`src/rtl/regfile_scoreboard.sv`:
```
// Architectural register file with same-cycle write bypass and a per-register
// pending-load scoreboard that stalls decode on load-use hazards.
module regfile_scoreboard #(
  parameter int NUM_REGS = 32,
  parameter int DATA_W   = 32,
  parameter int CNT_W    = 16
) (
  input  logic                Clk,
  input  logic                Rst_n,
  input  logic                RegWrite_In,
  input  logic [4:0]          WriteReg_In,
  input  logic [DATA_W-1:0]   WriteData_In,
  input  logic [4:0]          ReadReg1_In,
  input  logic [4:0]          ReadReg2_In,
  output logic [DATA_W-1:0]   ReadData1_Out,
  output logic [DATA_W-1:0]   ReadData2_Out,
  input  logic                LoadIssue_In,
  input  logic [4:0]          LoadDest_In,
  output logic                Stall_Out,
  output logic [NUM_REGS-1:0] Pending_Out,
  output logic [CNT_W-1:0]    WriteCount_Out
);

  logic [DATA_W-1:0]   regs_q [NUM_REGS];
  logic [NUM_REGS-1:0] pend_q, pend_d;
  logic [CNT_W-1:0]    cnt_q, cnt_d;

  logic wr_eff;
  logic bypass1, bypass2;

  assign wr_eff  = RegWrite_In && (WriteReg_In != 5'd0);
  assign bypass1 = wr_eff && (WriteReg_In == ReadReg1_In);
  assign bypass2 = wr_eff && (WriteReg_In == ReadReg2_In);

  always_comb begin
    ReadData1_Out = '0;
    if (ReadReg1_In != 5'd0)
      ReadData1_Out = bypass1 ? WriteData_In : regs_q[ReadReg1_In];
  end

  always_comb begin
    ReadData2_Out = '0;
    if (ReadReg2_In != 5'd0)
      ReadData2_Out = bypass2 ? WriteData_In : regs_q[ReadReg2_In];
  end

  // pend_q[0] is never set, so reading index 0 can never stall.
  assign Stall_Out = (pend_q[ReadReg1_In] && !bypass1) ||
                     (pend_q[ReadReg2_In] && !bypass2);

  // Clear first, then set, so a newly issued load to the same register wins.
  always_comb begin
    pend_d = pend_q;
    if (wr_eff)
      pend_d[WriteReg_In] = 1'b0;
    if (LoadIssue_In && !Stall_Out && (LoadDest_In != 5'd0))
      pend_d[LoadDest_In] = 1'b1;
    pend_d[0] = 1'b0;
  end

  always_comb begin
    cnt_d = cnt_q;
    if (wr_eff && (cnt_q != {CNT_W{1'b1}}))
      cnt_d = cnt_q + CNT_W'(1);
  end

  always_ff @(posedge Clk) begin
    if (!Rst_n) begin
      pend_q <= '0;
      cnt_q  <= '0;
    end else begin
      pend_q <= pend_d;
      cnt_q  <= cnt_d;
    end
  end

  // Index 0 is never written, so its entry holds the reset value of zero.
  always_ff @(posedge Clk) begin
    if (!Rst_n) begin
      for (int i = 0; i < NUM_REGS; i++)
        regs_q[i] <= '0;
    end else if (wr_eff) begin
      regs_q[WriteReg_In] <= WriteData_In;
    end
  end

  assign Pending_Out    = pend_q;
  assign WriteCount_Out = cnt_q;

endmodule

```
`config.mk`:
```
export PLATFORM = sky130hd
export DESIGN_NAME = regfile_scoreboard
export DESIGN_NICKNAME = d
export VERILOG_FILES = /design/src/rtl/regfile_scoreboard.sv
export SDC_FILE = /design/constraint.sdc
export NUM_CORES = 2
export LEC_CHECK = 0
export BUFFER_PORTS_ARGS = -buffer_cell sky130_fd_sc_hd__buf_2
export CAP_MARGIN = 20
export CORE_MARGIN = 4
export CORE_UTILIZATION = 50
export DETAILED_ROUTE_END_ITERATION = 16
export GPL_TIMING_DRIVEN = 0
export PLACE_DENSITY = 0.77
export SLEW_MARGIN = 20
export SYNTH_ARGS = -nofsm -noshare
export SYNTH_HDL_FRONTEND = slang
export SYNTH_SLANG_ARGS = --single-unit
```
`constraint.sdc`:
```
create_clock -name Clk -period 10.6 [get_ports Clk]
set_input_delay 1.06 -clock Clk [delete_from_list [all_inputs] [get_ports Clk]]
set_output_delay 1.06 -clock Clk [all_outputs]
set_load 0.01 [all_outputs]
```
# After elaboration in Yosys (flattened, before gate mapping)

Memories as Yosys holds them, arrays and structs flattened.
Cells that the tools add are included.

Bits of input ports: 56
Memories kept: 1
Memory bits (writable): 1,024
Register bits after elaboration: 48
Logic and storage cells: 57
Output and inout port bits: 113

Memories:

| name   | words | bits a word | rd ports | clocked after memory_dff | wr ports | line | source |
|---|---|---|---|---|---|---|---|
| regs_q | 32    | 32          | 2        | 0                        | 32       | 24   | `logic [DATA_W-1:0] regs_q [NUM_REGS];` |

Mux-type cells: 21
Bitwise operators: 3
Reduce and logical (&&, ||, !) cells: 19
$add $sub $neg: 1
Equal/unequal tests: 3
Magnitude comparators: 6

Operators with widths:

| kind                                                              | number |
|---|---|
| 2-to-1 mux 32 bit                                                 | 7 |
| bitwise AND 32 bit                                                | 1 |
| inverter 32 bit                                                   | 1 |
| bitwise OR 32 bit                                                 | 1 |
| OR reduction 32 bit                                               | 1 |
| < comparator 5 x 6 -> 1 bit, second input constant                | 4 |
| nonzero test 5 bit                                                | 4 |
| adder 16 x 1 -> 16 bit, second input constant                     | 1 |
| != test 16 bit, second input constant                             | 1 |
| binary-select mux 1 bit (select 5 bit)                            | 2 |
| demux 1 bit (select 5 bit)                                        | 2 |
| equality test 5 bit                                               | 2 |
| greater-or-equal comparator 5 x 1 -> 1 bit, second input constant | 2 |
| logical AND 1 bit                                                 | 10 |
| 2-to-1 mux 1 bit                                                  | 9 |
| 2-to-1 mux 5 bit                                                  | 1 |
| zero test 1 bit                                                   | 3 |
| logical OR 1 bit                                                  | 1 |

# Depth between registers and ports, before layout

Depth in word-level cells: 10
Mapped depth: 11
Gate-level depth less buffers: 6

# Least setup slack after synthesis

OpenSTA, ideal clock, no wires.

Path kind: in2reg
Start point: input WriteReg_In[3]
End point: register pend_q[11] (netlist: Pending_Out[11])
Path buffers: 1
Slack: 5.553 ns
Data arrival time: 4.783 ns
Stages: 5
Cell sequence: clkbuf_1 > or3b_2 > or2_2 > o21ai_0 > o32ai_1

Longest elaborated chain between the ends: 10
Elaborated cells between the ends (all ways): 24
Classes of those cells: order compare: 2; eq/ne: 2; mux: 4; bitwise: 3; reduce/logical: 13

RTL lines:

| what                                                                                | line | source |
|---|---|---|
| start, declared                                                                     | 11   | `input logic [4:0] WriteReg_In,` |
| parallel branches: the longest is 9 deep, another holds < comparator 5 x 6 -> 1 bit | --   |  |
| 2-to-1 mux 32 bit *                                                                 | 56   | `if (LoadIssue_In && !Stall_Out && (LoadDest_In != 5'd0))` |
| end signal, assigned                                                                | 72   | `pend_q <= pend_d;` |
| end, declared                                                                       | 25   | `logic [NUM_REGS-1:0] pend_q, pend_d;` |

Mark *: on every way between the ends.
A chain may end at the register's enable or synchronous reset.

# Worst setup path after layout

Start point: input ReadReg2_In[4]
End point: output ReadData2_Out[11]

Longest elaborated chain between the ends: 4
Elaborated cells between the ends (all ways): 6
Classes of those cells: eq/ne: 1; mux: 2; reduce/logical: 2; memory: 1

RTL lines:

| what                                                                              | line | source |
|---|---|---|
| start, declared                                                                   | 14   | `input logic [4:0] ReadReg2_In,` |
| parallel branches: the longest is 3 deep, another holds memory read (32 x 32 bit) | --   |  |
| 2-to-1 mux 32 bit *                                                               | 43   | `if (ReadReg2_In != 5'd0)` |
| end, declared                                                                     | 16   | `output logic [DATA_W-1:0] ReadData2_Out,` |

Marked as above.

==> metrics.md <==
| Metric | Value |
|---|---|
| Critical path's largest stage delay | `1.02 ns` |
| Unique masters post-synth | `49` |
| Largest delay share family, worst path | `buffers and inverters` |
| Mapped Cells | `3801` |
| CP Capture Point | `ReadData2_Out[11]` |
| Worst Hold Depth | `2` |
| Worst Hold Class | `flop to flop` |
| Min Tclk post-route | `7.18 ns` |
| Initial antenna violation count | `25` |
| Slowest CP cell | `a211oi_1` |
| Post-DP HPWL | `179000 µm` |
| Final Max Slew Viols | `0` |
| Syn. warnings | `0` |
| Biggest area consumer among synthesized cells | `edfxtp_1` |
| RePlAce Congestion | `1.05` |
| Final Cell Area | `65900 µm²` |
| Post-synth top flop | `edfxtp_1` |
| Relative slew margins | `0.154` |
| Vias in the first global route | `38898` |
| Area of the die | `121000 µm²` |
| Buf+Inv Stages, Crit Path | `5` |
| Pre-CTS WS | `3.89 ns` |
| Worst Clk Skew | `0.00684 ns` |
| # IOs | `169` |
| Max Cap Viol | `0` |
| Mean Syn Cell Area | `15.2 µm²` |
| Peak VDD IR | `140 µV` |
| Clock root buffer | `clkbuf_16` |
| Hold_buf cts | `0` |
| Clk_lat worst skew | `0.72 ns` |
| Final core occ | `0.575` |
| Post-Place Cells | `5559` |
| Crit path capture type | `primary output` |
| CP Max Fanout | `11` |
| Final WL | `237000 µm` |
| Layout cell share with drive strength beyond 1 | `0.278` |
| Yosys reg bits | `1071` |
| Crit Reg-Reg Endpoint | `Pending_Out[15]$_SDFF_PN0_` |
| Unrepaired setup endpoints after global routing | `no` |
| Fin. Hold Viols | `0` |
| Initial DRC count | `8138` |
| Leakage | `22.5 nW` |
| Register area share after synthesis | `0.549` |
| CTS buffer count | `110` |
| Worst reg2reg setup slack | `8.05 ns` |
| CP Launch Type | `primary input` |
| Wire length per cell | `41.0 µm` |
| EDFF count, synth | `1024` |
| CTS HTree Levels | `3` |
| DRC errors left | `0` |
| Status | `finished, final reports clean` |
| Synth area leaders | `edfxtp_1 (53%), mux4_2 (23%), and2_1 (11%), clkbuf_1 (1.8%), dfxtp_1 (1.6%)` |
| Die Width | `348 µm` |
| Worst Path Arrival | `6.12 ns` |
| Pre-antenna DRT Iters | `9` |
| Post-route worst setup slack | `3.42 ns` |
| Worst Tran Pin Value | `1.27 ns` |
| Via Count | `40902` |
| Worst Reg-to-Reg Cells | `7` |
| Endpoints failing setup | `0` |
| Antenna Nets Post-Route | `0` |
| Beginning of the critical path | `ReadReg2_In[4]` |
| CTS Buffer Depth | `3` |
| Die Y | `348 µm` |
| Met2 wire len | `98200 µm` |
| Power per cell area | `159 nW/µm²` |
| Crit path kind | `primary input to primary output` |
| Final period utilization | `0.677` |
| Worst r2r src | `Pending_Out[6]$_SDFF_PN0_` |
| Synth top area share | `0.533` |
| P&R area growth vs syn | `14.0%` |
| Row count | `124` |
| Setup TNS | `0 ns` |
| Global-route wire length before repair | `318000 µm` |
| Post-CTS Setup Inserts | `0` |
| Tot Pwr | `10.4 mW` |
| Largest net degree at the start of global routing | `29` |
| Initial core utilization | `0.504` |
| Fmax | `139 MHz` |
| Post-Place Cell Area | `62400 µm²` |
| Met3 wire len | `47000 µm` |
| Top sig layer | `met5` |
| DR vias/cell | `7.08` |
| Critical path depth | `9` |
| GRT Total Usage | `0.388` |
| CORE AREA | `115000 µm²` |
| Gr ovfl total | `0` |
| TritonCTS sink count | `1071` |
| Port Buffers | `158` |
| Required time worst endpoint | `9.54 ns` |
| WHS | `0.505 ns` |
| Async SR Flop Fraction | `0` |
| Worst path cell trace | `clkbuf_1, buf_2, buf_2, clkbuf_1, a211oi_1, a211oi_1, a21oi_1, a211oi_1, buf_2` |
| Final non-filler cell total | `5774` |
| Post-cts gate resize count | `0` |
| CTS tree | `built` |
| Nets | `4217` |
| WL met1 | `77100 µm` |
| Clock transition at the registers of the reported paths | `0.06 ns` |
| Synthesized cell area | `57700 µm²` |
-- metal layers --
metal  vias to the layer above  global-route usage
met5                         -                   0
li1                      15382                   -
met4                        14               0.183
met2                      3963               0.545
met3                       706               0.220
met1                     20837               0.487
-- final cells by class --
class | instances | area, µm²
fillers | 8806 | 48600
flip-flops and latches | 1071 | 31700
multi-input cells | 2319 | 24700
clock buffers | 133 | 2880
repair buffers | 215 | 2240
well taps | 1512 | 1890
plain buffers | 408 | 1740
clock inverters | 69 | 520
inverters | 35 | 131
diodes | 12 | 30.0
-- power breakdown --
group / internal, mW / switching [mW]
combinational: 0.623 / 1.03
sequential: 4.86 / 0.122
clock: 2.06 / 1.76
-- cells in the mapped netlist, types with 3 or more instances --
| master | number |
|---|---|
| or2_2 | 5 |
| or3_1 | 6 |
| mux2i_1 | 73 |
| and4_1 | 4 |
| nand4_1 | 7 |
| xnor2_1 | 18 |
| nor2b_1 | 26 |
| clkbuf_1 | 279 |
| o32ai_2 | 6 |
| mux2_2 | 34 |
| a32o_1 | 10 |
| buf_1 | 23 |
| o31ai_1 | 4 |
| inv_1 | 32 |
| nand2_1 | 48 |
| buf_6 | 3 |
| edfxtp_1 | 1024 |
| o211ai_1 | 15 |
| nor3b_1 | 5 |
| nor3_1 | 15 |
| o21ai_0 | 48 |
| and2_1 | 1003 |
| buf_2 | 93 |
| nand3b_1 | 3 |
| o22ai_1 | 23 |
| nor2_1 | 116 |
| a21oi_1 | 46 |
| buf_4 | 10 |
| nand3_1 | 23 |
| xor2_1 | 6 |
| mux4_2 | 592 |
| dfxtp_1 | 47 |
| a211oi_1 | 122 |
| clkinv_1 | 3 |
| o32ai_1 | 8 |
-- worst register-to-register path, cell delays in order (launching register included) --
cell      delay, ns
dfxtp_1        0.38
inv_1          0.10
mux4_2         0.46
a221oi_1       0.30
a211oi_1       0.10
o32ai_2        0.59
buf_2          0.38
o22ai_1        0.12
-- cells in the final DEF, fill, tap and decap left out, types with 26 or more instances in the layout --
cell type  netlist  routed
a211oi_1       122     119
a21oi_1         46      46
and2_1        1003    1003
buf_16           0      47
buf_2           93     263
clkbuf_1       279     285
clkbuf_16        0     112
clkinv_1         3      31
conb_1           1      33
dfxtp_1         47      47
edfxtp_1      1024    1024
inv_1           32      32
mux2_2          34      34
mux2i_1         73      73
mux4_2         592     592
nand2_1         48      48
nor2_1         116     116
nor2b_1         26      26
o21ai_4          0      31
-- registers in the layout, summed over array words and instances (netlist names) --
name            count
WriteCount_Out     16
regs_q           1024
Pending_Out        31
-- how the worst min path moves through the flow --
stage	slack (ns)	start	endpoint
floorplan	0.49	Pending_Out[3]$_SDFF_PN0_	Pending_Out[3]$_SDFF_PN0_
global placement	0.48	Pending_Out[11]$_SDFF_PN0_	Pending_Out[11]$_SDFF_PN0_
detailed placement	0.49	Pending_Out[11]$_SDFF_PN0_	Pending_Out[11]$_SDFF_PN0_
CTS	0.50	Pending_Out[11]$_SDFF_PN0_	Pending_Out[11]$_SDFF_PN0_
global route	0.54	Pending_Out[16]$_SDFF_PN0_	Pending_Out[16]$_SDFF_PN0_
finish	0.50	Pending_Out[14]$_SDFF_PN0_	Pending_Out[14]$_SDFF_PN0_
-- kinds of logic (layout without fill, tap and decap cells) --
logic type               Yosys count  after routing  synth area share
buffers and inverters            443            860            0.0319
flip-flops                      1071           1071             0.549
AND/OR/NAND/NOR                 1275           1275             0.131
adder cells (fa/ha/maj)            1              1          0.000217
other                              1             45         0.0000649
AO/OA/AOI/OAI                    287            287            0.0343
multiplexers                     699            699             0.250
XOR/XNOR                          24             24           0.00364
No activity file was read; power rests on OpenSTA's default activity.
